File: config.mk
export PLATFORM = sky130hd
export DESIGN_NAME = quad_decoder_flat
export DESIGN_NICKNAME = d
export VERILOG_FILES = /design/src/rtl/quad_decoder_if.sv /design/src/rtl/quad_decoder.sv /design/src/flat_wrapper.sv
export SDC_FILE = /design/constraint.sdc
export NUM_CORES = 1
export LEC_CHECK = 0
export BUFFER_PORTS_ARGS = -buffer_cell sky130_fd_sc_hd__buf_2
export CELL_PAD_IN_SITES_DETAIL_PLACEMENT = 1
export CELL_PAD_IN_SITES_GLOBAL_PLACEMENT = 2
export CORE_MARGIN = 8
export CORE_UTILIZATION = 33
export DETAILED_ROUTE_END_ITERATION = 8
export GPL_TIMING_DRIVEN = 0
export HOLD_SLACK_MARGIN = 0.15
export PLACE_DENSITY = 0.82
export SETUP_SLACK_MARGIN = 0.02
export SLEW_MARGIN = 20
export SYNTH_ARGS = -nofsm -noshare
export SYNTH_HDL_FRONTEND = slang
export SYNTH_SLANG_ARGS = --single-unit
File: constraint.sdc
create_clock -name clk -period 3.2 [get_ports clk]
set_input_delay 0 -clock clk [delete_from_list [all_inputs] [get_ports clk]]
set_output_delay 0 -clock clk [all_outputs]
set_load 0.01 [all_outputs]
File: src/rtl/quad_decoder_if.sv
// Encoder pins and decoded position/step/direction/error bundle.
// The master drives a/b/clr; the decoder (slave) drives the results.
interface quad_decoder_if #(
    parameter int POS_W = 16
);
    logic                    a;
    logic                    b;
    logic                    clr;
    logic signed [POS_W-1:0] pos;
    logic [1:0]              dir;
    logic                    step;
    logic                    err;
    logic [7:0]              err_cnt;

    modport master (output a, b, clr, input pos, dir, step, err, err_cnt);
    modport slave  (input a, b, clr, output pos, dir, step, err, err_cnt);
endinterface

File: src/rtl/quad_decoder.sv
// Quadrature decoder: synchroniser, glitch filter, signed position, illegal-transition count; QDEC_SATURATE_EN clamps pos instead of wrapping.
// Latency: SYNC_STAGES+FILT_LEN+1 edges from the first sample of a stable level to dir/step/err; pos/err_cnt move on that same edge.
// Backpressure: none; levels held for fewer than FILT_LEN cycles are dropped as glitches.
module quad_decoder #(
    parameter int POS_W       = 16,
    parameter int SYNC_STAGES = 2,
    parameter int FILT_LEN    = 3
) (
    input logic           clk,
    input logic           rst_n,
    quad_decoder_if.slave qdec
);
    localparam int CNT_W = $clog2(FILT_LEN + 1);

    logic [SYNC_STAGES-1:0][1:0] sync_q;
    logic [SYNC_STAGES-1:0]      sync_fill;
    logic [1:0]                  s;
    logic                        s_ok;

    assign s    = sync_q[SYNC_STAGES-1];
    assign s_ok = sync_fill[SYNC_STAGES-1];

    // sync_fill keeps the reset zeros of the chain from being taken as a real encoder level
    always_ff @(posedge clk or negedge rst_n) begin
        if (!rst_n) begin
            sync_q    <= '0;
            sync_fill <= '0;
        end else begin
            sync_q    <= {sync_q[SYNC_STAGES-2:0], {qdec.a, qdec.b}};
            sync_fill <= {sync_fill[SYNC_STAGES-2:0], 1'b1};
        end
    end

    logic [1:0]       q;
    logic [1:0]       cand;
    logic [CNT_W-1:0] cnt;
    logic [CNT_W-1:0] cnt_nxt;
    logic             q_vld;
    logic             q_chg;
    logic             s_new;

    always_comb begin
        s_new   = s_ok && (!q_vld || (s != q));
        cnt_nxt = (s == cand) ? cnt + CNT_W'(1) : CNT_W'(1);
    end

    always_ff @(posedge clk or negedge rst_n) begin
        if (!rst_n) begin
            q     <= '0;
            cand  <= '0;
            cnt   <= '0;
            q_vld <= 1'b0;
            q_chg <= 1'b0;
        end else begin
            q_chg <= 1'b0;
            if (s_new) begin
                if (cnt_nxt == CNT_W'(FILT_LEN)) begin
                    q     <= s;
                    q_vld <= 1'b1;
                    q_chg <= 1'b1;
                    cnt   <= '0;
                end else begin
                    cand <= s;
                    cnt  <= cnt_nxt;
                end
            end else begin
                cnt <= '0;
            end
        end
    end

    logic [1:0] q_prev;
    logic       armed;
    logic       ev_vld;
    logic [3:0] ev_code;

    // The first accepted level only seeds q_prev, so the power-up level never counts as a move
    always_ff @(posedge clk or negedge rst_n) begin
        if (!rst_n) begin
            q_prev  <= '0;
            armed   <= 1'b0;
            ev_vld  <= 1'b0;
            ev_code <= '0;
        end else begin
            ev_vld  <= q_chg && armed;
            ev_code <= {q_prev, q};
            if (q_chg) begin
                q_prev <= q;
                armed  <= 1'b1;
            end
        end
    end

    logic ev_fwd;
    logic ev_rev;
    logic ev_ill;

    always_comb begin
        ev_fwd = 1'b0;
        ev_rev = 1'b0;
        ev_ill = 1'b0;
        if (ev_vld) begin
            case (ev_code)
                4'b0001, 4'b0111, 4'b1110, 4'b1000: ev_fwd = 1'b1;
                4'b0010, 4'b1011, 4'b1101, 4'b0100: ev_rev = 1'b1;
                4'b0011, 4'b1100, 4'b0110, 4'b1001: ev_ill = 1'b1;
                default: ;
            endcase
        end
    end

    logic signed [POS_W-1:0] pos_r;
    logic signed [POS_W-1:0] pos_inc;
    logic signed [POS_W-1:0] pos_dec;
    logic [1:0]              dir_r;
    logic                    step_r;
    logic                    err_r;
    logic [7:0]              err_cnt_r;

`ifdef QDEC_SATURATE_EN
    localparam logic signed [POS_W-1:0] POS_MAX = {1'b0, {(POS_W-1){1'b1}}};
    localparam logic signed [POS_W-1:0] POS_MIN = {1'b1, {(POS_W-1){1'b0}}};

    always_comb begin
        pos_inc = (pos_r == POS_MAX) ? pos_r : pos_r + POS_W'(1);
        pos_dec = (pos_r == POS_MIN) ? pos_r : pos_r - POS_W'(1);
    end
`else
    always_comb begin
        pos_inc = pos_r + POS_W'(1);
        pos_dec = pos_r - POS_W'(1);
    end
`endif

    // clr drops the position/error update of a coinciding event but the pulses still go out
    always_ff @(posedge clk or negedge rst_n) begin
        if (!rst_n) begin
            pos_r     <= '0;
            dir_r     <= 2'b00;
            step_r    <= 1'b0;
            err_r     <= 1'b0;
            err_cnt_r <= '0;
        end else begin
            dir_r  <= {ev_fwd, ev_rev};
            step_r <= ev_fwd | ev_rev;
            err_r  <= ev_ill;
            if (qdec.clr) begin
                pos_r     <= '0;
                err_cnt_r <= '0;
            end else begin
                if (ev_fwd) begin
                    pos_r <= pos_inc;
                end else if (ev_rev) begin
                    pos_r <= pos_dec;
                end
                if (ev_ill && (err_cnt_r != 8'hFF)) begin
                    err_cnt_r <= err_cnt_r + 8'd1;
                end
            end
        end
    end

    assign qdec.pos     = pos_r;
    assign qdec.dir     = dir_r;
    assign qdec.step    = step_r;
    assign qdec.err     = err_r;
    assign qdec.err_cnt = err_cnt_r;
endmodule

File: src/flat_wrapper.sv
// flat-port wrapper written by rule: the top's interface ports become plain ports
module quad_decoder_flat 
#(
    parameter int POS_W       = 16,
    parameter int SYNC_STAGES = 2,
    parameter int FILT_LEN    = 3
)
  (clk, rst_n, qdec_a, qdec_b, qdec_clr, qdec_pos, qdec_dir, qdec_step, qdec_err, qdec_err_cnt);
  quad_decoder_if #(.POS_W(POS_W)) qdec_i ();
  input logic clk;
  input logic rst_n;
  input wire logic [$bits(qdec_i.a)-1:0] qdec_a;
  input wire logic [$bits(qdec_i.b)-1:0] qdec_b;
  input wire logic [$bits(qdec_i.clr)-1:0] qdec_clr;
  output wire logic [$bits(qdec_i.pos)-1:0] qdec_pos;
  output wire logic [$bits(qdec_i.dir)-1:0] qdec_dir;
  output wire logic [$bits(qdec_i.step)-1:0] qdec_step;
  output wire logic [$bits(qdec_i.err)-1:0] qdec_err;
  output wire logic [$bits(qdec_i.err_cnt)-1:0] qdec_err_cnt;
  assign qdec_i.a = qdec_a;
  assign qdec_i.b = qdec_b;
  assign qdec_i.clr = qdec_clr;
  assign qdec_pos = qdec_i.pos;
  assign qdec_dir = qdec_i.dir;
  assign qdec_step = qdec_i.step;
  assign qdec_err = qdec_i.err;
  assign qdec_err_cnt = qdec_i.err_cnt;
  quad_decoder #(.POS_W(POS_W), .SYNC_STAGES(SYNC_STAGES), .FILT_LEN(FILT_LEN)) u_core (.clk(clk), .rst_n(rst_n), .qdec(qdec_i));
endmodule
==> flow_metrics.tcl, run 1 <==
set metrics [dict create \
    cp_top_family "compound AO/OA/AOI/OAI gates" \
    cts-root-buf "clkbuf_8" \
    place_congestion 0.784 \
    finalMaxSlewViolations 0 \
    maxCapViolations 0 \
    drt-initial-drc-count 63 \
    largest_reg_flops 16 \
    die_area_sq_um 11400 \
    overflow 0 \
    path_depth 10 \
    power_density_nw_per_um2 388 \
    diodes 0 \
    vias 2138 \
    postSynthCellCount 271 \
    holdCritPathClass "in2async" \
    synthDistinctLibCells 46 \
    instances_no_fill 418 \
    dp.cells 407 \
    grt_use_total_pct 12.1 \
    synth_edf_count 0 \
    postRouteAntennaNets 0 \
    ff2ff_path_depth 10 \
    cts_tree "done" \
    synth_warnings 0 \
    synth.top_cell.area_share_pct 45.9 \
    crit_chain "xnor2_1, and2_1, nand2_4, ha_1, a21o_1, and2_1, o32a_1, a31oi_1, nor4_1, a311o_1" \
    critPathArrivalTime_ps 3170 \
    start_util_pct 33.7 \
    power_mw 1.23 \
    design_area_sq_um 3170 \
    nets 335 \
    firstDrtPassIters 4 \
    fin_worst_skew_ps 14.6 \
    worst_hold_slack_ps 236 \
    start_kind "flop" \
    setup_viol 0 \
    synth_area_leaders "dfrtp_1 46%, ha_1 7.8%, nand2_1 4.1%" \
    rsz0062_at_grt "no" \
    die_w_um 107 \
    die_y_um 107 \
    insertion_delay_ps 320 \
    antenna_found_initial 0 \
    timing.slew.headroom_pct 57.3 \
    num_rows 33 \
    period_minus_slack_ps 2960 \
    syn2layout_area_growth_pct 16.2 \
    worstSetupPathType "reg2reg" \
    grt_pass1_wl_um 11200 \
    synth_seq_cells 50 \
    dp_hpwl_um 4790 \
    synth_top_area_cell "dfrtp_1" \
    hold_viol 0 \
    worst-path-max-fanout 21 \
    max_stage_delay_ps 420 \
    status "complete, no violations" \
    wirelength_um 6570 \
    port_buffers 31 \
    htree_levels 2 \
    utilization_pct 39.2 \
    cts.sinks 50 \
    core_area_sq_um 8090 \
    critPathCaptureType "flop" \
    avgSynthCellArea_sq_um 10.1 \
    clk_pin_slew_worst_paths_ps 110 \
    drcViolationCount 0 \
    vias_per_cell 5.11 \
    drive_gt1_share_pct 18.2 \
    peakVddDrop_mv 0.238 \
    wl_per_cell_um 15.7 \
    synth_ff_type "dfrtp_1" \
    syn_area_sq_um 2730 \
    fillers 940 \
    cts_buffer_depth 2 \
    tightestPinTransition_ps 640 \
    p_leak_nw 1.62 \
    cts_setup_buffers 0 \
    async_reset_ff_share_pct 100 \
    ys_seq_area_share_pct 45.9 \
    crit_slowest_cell "dfrtp_1" \
    timing.final.crit_share_pct 92.4 \
    ioPinCount 33 \
    cp.required_ps 3410 \
    fmax_ghz 0.338 \
    dpl_cell_area_sq_um 3020 \
    grt_max_degree 51 \
    cpMostUsedCell "and2_1" \
    crit_buf_inv 0 \
    cts_inserted_buffers 5 \
    synth.net_count 294 \
    grt_pass1_vias 2237 \
]
==> cells in the final DEF (no fill, tap or decap), types with 4 or more instances in the layout <==
master and count:
a21o_1 5, a21oi_1 19, and2_1 4, and3_1 4, buf_2 31, clkbuf_1 7
clkbuf_8 5, dfrtp_1 50, ha_1 17, inv_1 6, mux2_2 5, nand2_1 29
nand2b_1 5, nand3_1 11, nand3b_1 4, nand4_1 5, nor2_1 22, nor4_1 4
o211ai_1 5, o21ai_0 6, xnor2_1 11, xor2_1 12
==> metrics by stage <==
step / setup TNS [ps] / setup slack (ps)
3_3_place_gp: -217 / -123
4_1_cts: 0 / 98.2
5_1_grt: 0 / 85.3
6_report: 0 / 244
3_5_place_dp: -621 / -206
2_1_floorplan: 0 / 342
==> cell usage after synthesis, drive strengths merged (7+ instances only) <==
| library cell | instances |
|---|---|
| mux2 | 7 |
| nand3 | 12 |
| nand2 | 30 |
| xor2 | 12 |
| clkbuf | 7 |
| xnor2 | 11 |
| dfrtp | 50 |
| o21ai | 8 |
| nor2 | 22 |
| ha | 17 |
| a21oi | 19 |
| inv | 7 |
==> what timing repair did <==
item,4_1_cts,5_1_grt
endpoints found under the setup margin,5,4
hold buffers,3,0
gates resized for setup,1,1
hold endpoints to repair,52,0
==> final timing paths <==
check                                   from             endpoint  slack [ps]
hold / removal                         rst_n   u_core.qdec.dir[1]         240
hold reg to reg             u_core.sync_q[1]          u_core.s[1]         350
setup / recovery           u_core.ev_code[1]  u_core.qdec.pos[12]         240
max in group asynchronous              rst_n       u_core.cand[1]        2520
setup reg to reg           u_core.ev_code[1]  u_core.qdec.pos[12]         240
min in group clk                    qdec_clr  u_core.qdec.pos[12]         250
==> worst register-to-register path, cell delays in order (launching register included) <==
cell	delay, ps
dfrtp_1	420
xnor2_1	220
and2_1	250
nand2_4	200
ha_1	390
a21o_1	200
and2_1	170
o32a_1	380
a31oi_1	270
nor4_1	80
a311o_1	280
==> where the power goes <==
part | leakage [nW] | internal, mW | switching, mW
Sequential | 0.675 | 0.656 | 0.0190
Combinational | 0.885 | 0.0362 | 0.0437
Clock | 0.0587 | 0.238 | 0.239
==> cells by family after synthesis <==
logic type | share of synthesized area, %
buffers and inverters | 2.11
adder cells (fa/ha/maj) | 8.54
AO/OA/AOI/OAI | 13.6
other | 0.138
XOR/XNOR | 7.39
flip-flops | 45.9
AND/OR/NAND/NOR | 18.8
multiplexers | 3.53
==> cell type report <==
type | count | area (sq um) | share of cell area (%)
well taps | 105 | 131 | 4.15
repair buffers | 34 | 188 | 5.92
clock buffers | 5 | 68.8 | 2.17
clock inverters | 3 | 47.5 | 1.50
plain buffers | 8 | 31.3 | 0.987
inverters | 7 | 26.3 | 0.829
multi-input cells | 206 | 1430 | 45.0
flip-flops and latches | 50 | 1250 | 39.5
==> metal layers <==
| layer | global-route usage, % | share of wire [%] | wire length, um |
|---|---|---|---|
| met3 | 2.76 | 3.8 | 249 |
| met4 | 3.52 | 1.3 | 83 |
| met1 | 14.7 | 44 | 2920 |
| met2 | 21.0 | 51 | 3320 |
| met5 | 0 | 0 | 0 |
No activity file was read; power rests on OpenSTA's default activity.
==> run 2, diff against run 1 <==
--- a/config.mk
+++ b/config.mk
@@ -5,6 +5,7 @@
 export SDC_FILE = /design/constraint.sdc
 export NUM_CORES = 1
 export LEC_CHECK = 0
+export ABC_AREA = 1
 export BUFFER_PORTS_ARGS = -buffer_cell sky130_fd_sc_hd__buf_2
 export CELL_PAD_IN_SITES_DETAIL_PLACEMENT = 1
 export CELL_PAD_IN_SITES_GLOBAL_PLACEMENT = 2
@@ -13,7 +14,7 @@
 export DETAILED_ROUTE_END_ITERATION = 8
 export GPL_TIMING_DRIVEN = 0
 export HOLD_SLACK_MARGIN = 0.15
-export PLACE_DENSITY = 0.82
+export PLACE_DENSITY = 0.88
 export SETUP_SLACK_MARGIN = 0.02
 export SLEW_MARGIN = 20
 export SYNTH_ARGS = -nofsm -noshare
==> flow_metrics.tcl, run 2 <==
set metrics [dict create \
    status "complete, no violations" \
    cts-root-buf "clkbuf_8" \
    port_buffers 32 \
    r2r-start "u_core.ev_code[1]" \
    die_area_sq_um 12200 \
    timing.slew.headroom_pct 55.9 \
    ff2ff_path_depth 12 \
    place_congestion 0.778 \
    htree_levels 2 \
    grt_pass1_wl_um 12700 \
    grt_use_total_pct 12.2 \
    rsz0062_at_grt "no" \
    r2r_slack_ps 590 \
    synth_area_leaders "dfrtp_1 42%, nand2_1 18%, inv_1 7.4%" \
    p_sw_share_pct 27.6 \
    r2r_end "u_core.qdec.pos[13]" \
    cp_top_family "simple AND/OR/NAND/NOR gates" \
    multi_input_area_sq_um 1450 \
    core_area_sq_um 8680 \
    power_density_nw_per_um2 347 \
    cts_tree "done" \
    ioPinCount 33 \
    synth.net_count 412 \
    hold_viol 0 \
    regArea_sq_um 1250 \
    ys_seq_area_share_pct 42.5 \
    critPathCaptureType "flop" \
    drt-initial-drc-count 47 \
    dp_hpwl_um 5470 \
    fin_worst_skew_ps 6.94 \
    p_leak_nw 1.93 \
    synth_edf_count 0 \
    period_minus_slack_ps 2610 \
    vias_per_cell 4.69 \
    worstSetupPathType "reg2reg" \
    num_rows 34 \
    drcViolationCount 0 \
    fillers 1130 \
    finalMaxSlewViolations 0 \
    postSynthCellCount 389 \
    clk_pin_slew_worst_paths_ps 110 \
    grt_max_degree 51 \
    wirelength_um 7130 \
    worst-path-max-fanout 20 \
    firstDrtPassIters 4 \
    die_w_um 110 \
    max_stage_delay_ps 540 \
    vias 2537 \
    holdCritPathClass "in2async" \
    critPathArrivalTime_ps 2830 \
    diodes 0 \
    synth_most_common_cell "nand2_1" \
    postRouteAntennaNets 0 \
    cpMostUsedCell "nand2_1" \
    maxCapViolations 0 \
    cts_setup_buffers 0 \
    synth_ff_type "dfrtp_1" \
    fin_setup_tns_ps 0 \
    crit_start "u_core.ev_code[1]" \
    drive_gt1_share_pct 13.4 \
    overflow 0 \
    cts_inserted_buffers 5 \
    layout_common_cells "143 x nand2_1, 58 x inv_1, 50 x dfrtp_1" \
    cts.sinks 50 \
    power_mw 1.17 \
    nets 455 \
    crit_chain "inv_1, nand2_1, nand2_1, nand3_2, ha_1, or2_2, nand3b_1, nand2_1, nand2_1, nand3_1, nand3_1, nand2_1" \
    synthDistinctLibCells 29 \
    die_y_um 110 \
    synth_top_area_cell "dfrtp_1" \
    crit_buf_inv 1 \
    setup_viol 0 \
    grt_pass1_vias 2767 \
    start_util_pct 33.9 \
    worst_hold_slack_ps 240 \
    timing.final.crit_share_pct 81.6 \
    start_kind "flop" \
    synth_warnings 0 \
    peakVddDrop_mv 0.157 \
    p_int_mw 0.848 \
    largest_reg_flops 16 \
    synth_seq_cells 50 \
    seqPwrFrac_pct 57.3 \
    syn2layout_area_growth_pct 14.8 \
    p_sw_mw 0.324 \
    final_common_cell "nand2_1" \
    async_reset_ff_share_pct 100 \
    clkPwrFrac_pct 35.4 \
    synth_commonest_cells "143 x nand2_1, 58 x inv_1, 50 x dfrtp_1, 29 x nand3_1, 24 x nor2_1" \
    antenna_found_initial 0 \
    cp.required_ps 3410 \
    avgSynthCellArea_sq_um 7.57 \
    syn_area_sq_um 2950 \
    combPwrFrac_pct 7.2 \
    cts_buffer_depth 2 \
    synth.top_cell.area_share_pct 42.5 \
    fmax_ghz 0.383 \
    crit_slowest_cell "ha_1" \
    tightestPinTransition_ps 662 \
    wl_per_cell_um 13.2 \
    insertion_delay_ps 320 \
]
-- run 2: cell types whose count changed in the layout (fill, tap and decap cells not counted), moves of 4 or more --
cell / before / now
mux2_2: 5 / 0
nand2_1: 29 / 143
o211ai_1: 5 / 0
a21o_1: 5 / 0
o21ai_0: 6 / 10
a21oi_1: 19 / 9
inv_1: 6 / 58
nand2b_1: 5 / 0
nand2_2: 0 / 5
clkbuf_1: 7 / 1
nand3_1: 11 / 29
xor2_1: 12 / 4
-- run 2: layer usage --
| layer | GRT usage [%] | wire, um | up-vias |
|---|---|---|---|
| met1 | 15.1 | 3460 | 1216 |
| met5 | 0 | 0 | - |
| li1 | - | - | 1287 |
| met3 | 2.38 | 202 | 7 |
| met2 | 21.1 | 3410 | 27 |
| met4 | 2.97 | 65 | 0 |
-- run 2: final cells by class --
type                       count  area share [%]
buffer                         2           0.444
multi-input combinational    278            43.0
inverter                      59            6.70
sequential                    50            37.0
clock buffer                   5            2.04
timing repair buffer          36            6.00
clock inverter                 3           0.851
tap                          108            4.00
-- run 2: stage by stage --
stage               instance area (sq um)  util (%)  instances  setup slack [ps]
floorplan                            2950         -        389              1050
CTS                                  3380      39.0        541               537
finish                               3380      39.0        541               588
global placement                     3240      37.3        529               612
global route                         3380      39.0        541               238
detailed placement                   3240      37.4        529               551
-- run 2: cells by family (layout without fill, tap and decap cells) --
| logic type | after synthesis | in the layout | synth area share (%) |
|---|---|---|---|
| AND/OR/NAND/NOR | 223 | 223 | 33.0 |
| buffers and inverters | 61 | 105 | 8.20 |
| flip-flops | 50 | 50 | 42.5 |
| AO/OA/AOI/OAI | 22 | 22 | 4.12 |
| adder cells (fa/ha/maj) | 18 | 18 | 7.90 |
| XOR/XNOR | 14 | 14 | 4.16 |
| other | 1 | 1 | 0.127 |
-- run 2: worst reg2reg max path, stage by stage (launching register included) --
cell,delay [ps]
dfrtp_1,420
inv_1,60
nand2_1,40
nand2_1,100
nand3_2,450
ha_1,550
or2_2,310
nand3b_1,90
nand2_1,120
nand2_1,120
nand3_1,80
nand3_1,100
nand2_1,50
-- run 2: what timing repair did --
| action | 4_1_cts | 5_1_grt |
|---|---|---|
| gates resized for setup | 0 | 0 |
| endpoints found under the hold margin | 62 | 0 |
| hold buffers | 4 | 0 |
-- run 2: how the worst max path moves through the flow --
| stage | depth (start not counted) | end | slack, ps |
|---|---|---|---|
| 2_1_floorplan | 12 | u_core.qdec.pos[13] | 1050 |
| 3_3_place_gp | 12 | u_core.qdec.pos[13] | 610 |
| 3_5_place_dp | 12 | u_core.qdec.pos[13] | 550 |
| 4_1_cts | 12 | u_core.qdec.pos[13] | 540 |
| 5_1_grt | 13 | u_core.qdec.pos[14] | 240 |
| 6_report | 12 | u_core.qdec.pos[13] | 590 |
-- run 2: power groups by stage --
stage	Combinational (mW)	Sequential [mW]	Clock, mW
floorplan	0.0524	0.681	0
global placement	0.0788	0.683	0
global route	0.0989	0.676	0.459
finish	0.0846	0.672	0.415
CTS	0.0877	0.673	0.442
detailed placement	0.0836	0.685	0
==> run 3, diff against run 2 <==
==> constraint.sdc (replaced) <==
create_clock -name clk -period 2.6 [get_ports clk]
set_input_delay 0 -clock clk [delete_from_list [all_inputs] [get_ports clk]]
set_output_delay 0 -clock clk [all_outputs]
set_load 0.01 [all_outputs]
==> flow_metrics.tcl, run 3 (synthesized netlist as in run 2, its figures left out) <==
set metrics [dict create \
    dpl_cell_area_sq_um 3240 \
    pre_cts_ws_ps -49.3 \
    postRouteAntennaNets 0 \
    hold_viol 0 \
    peakVddDrop_mv 0.193 \
    cts_tree "done" \
    use_met3_pct 2.38 \
    cts_buffer_depth 2 \
    worstSetupPathType "reg2reg" \
    utilization_pct 39.3 \
    timing.slew.headroom_pct 56.0 \
    cts_setup_buffers 0 \
    htree_levels 2 \
    final_common_cell "nand2_1" \
    drive_gt1_share_pct 13.8 \
    tightestPinTransition_ps 660 \
    fin_worst_skew_ps 6.99 \
    port_buffers 32 \
    drt-initial-drc-count 51 \
    place_congestion 0.778 \
    wl_per_cell_um 13.5 \
    grt-busiest-layer "met2" \
    setup_viol 0 \
    layout_common_cells "142 x nand2_1, 58 x inv_1, 50 x dfrtp_1" \
    fmax_ghz 0.448 \
    p_leak_nw 1.93 \
    grt_pass1_vias 2767 \
    period_minus_slack_ps 2230 \
    worst-path-max-fanout 10 \
    grtUsageMet1_pct 15.1 \
    drcViolationCount 0 \
    firstDrtPassIters 4 \
    die_area_sq_um 12200 \
    finalMaxSlewViolations 0 \
    ioPinCount 33 \
    cts.sinks 50 \
    cts_inserted_buffers 5 \
    die_w_um 110 \
    cp.required_ps 2820 \
    critPathArrivalTime_ps 2450 \
    num_rows 34 \
    largest_reg_flops 16 \
    vias 2571 \
    insertion_delay_ps 320 \
    worst_hold_slack_ps 241 \
    r2r_slack_ps 370 \
    start_kind "flop" \
    critPathCaptureType "flop" \
    status "complete, no violations" \
    antenna_found_initial 0 \
    diodes 0 \
    power_mw 1.45 \
    nets 456 \
    overflow 0 \
    holdCritPathClass "in2async" \
    design_area_sq_um 3410 \
    met2_usage_pct 20.9 \
    dp_hpwl_um 5470 \
    start_util_pct 33.9 \
    grt_use_total_pct 12.2 \
    power_density_nw_per_um2 425 \
    rsz0062_at_grt "no" \
    grt_pass1_wl_um 12700 \
    cts-root-buf "clkbuf_8" \
    syn2layout_area_growth_pct 15.7 \
    vias_per_cell 4.74 \
    timing.final.crit_share_pct 85.8 \
    grt_max_degree 51 \
    die_y_um 110 \
    clk_pin_slew_worst_paths_ps 110 \
    wirelength_um 7330 \
    core_area_sq_um 8680 \
    fin_ws_ps 369 \
    maxCapViolations 0 \
]
-- run 3: worst paths after layout --
path	startpoint	end	depth (start not counted)
worst max-delay path	u_core.ev_code[0]	u_core.qdec.pos[13]	12
worst min-delay path	rst_n	u_core.qdec.pos[9]	2
worst max register to register	u_core.ev_code[0]	u_core.qdec.pos[13]	12
worst min register to register	u_core.sync_q[0]	u_core.s[0]	0
max in group asynchronous	rst_n	u_core.qdec.pos[7]	2
min in group clk	qdec_b	u_core.sync_q[0]	2
-- run 3: worst max-delay path, stage by stage (launching register included) --
cell      delay, ps
dfrtp_1         420
inv_1            60
nand2_1          60
nand2_2         140
nand3_4         190
ha_1            370
or2_2           310
nand3b_1        100
nand2_1         130
nand2_1         120
nand3_1          80
nand3_1         100
nand2_1          50
-- run 3: power by group --
part | internal, mW | switching, mW
combinational | 0.0374 | 0.0751
sequential | 0.807 | 0.0206
clock | 0.200 | 0.308
total | 1.04 | 0.404
-- run 3: per-layer routing --
| metal | vias to the layer above | wire length (um) |
|---|---|---|
| met2 | 29 | 3520 |
| met1 | 1238 | 3530 |
| met3 | 7 | 201 |
| met5 | - | 0 |
| li1 | 1297 | - |
| met4 | 0 | 69 |
-- run 3: area by class of cell --
| cell class | count | area [sq um] |
|---|---|---|
| repair buffers | 36 | 203 |
| plain buffers | 2 | 15.0 |
| multi-input cells | 279 | 1480 |
| clock inverters | 3 | 28.8 |
| clock buffers | 5 | 68.8 |
| inverters | 59 | 226 |
| flip-flops and latches | 50 | 1250 |
| fillers | 1126 | 5270 |
| well taps | 108 | 135 |
-- run 3: metrics by stage --
| stage | TNS (ps) | std cells |
|---|---|---|
| after floorplan | 0 | 389 |
| after global placement | 0 | 529 |
| after detailed placement | -161 | 529 |
| after CTS | 0 | 541 |
| after global routing | 0 | 542 |
| final | 0 | 542 |
-- run 3: repair_timing --
item                                   4_1_cts  5_1_grt
gates resized for setup                      1        2
endpoints found under the hold margin       62        0
setup endpoints to repair                    9        6
pin swaps                                    0        1
hold buffers                                 4        0
gates cloned                                 0        1
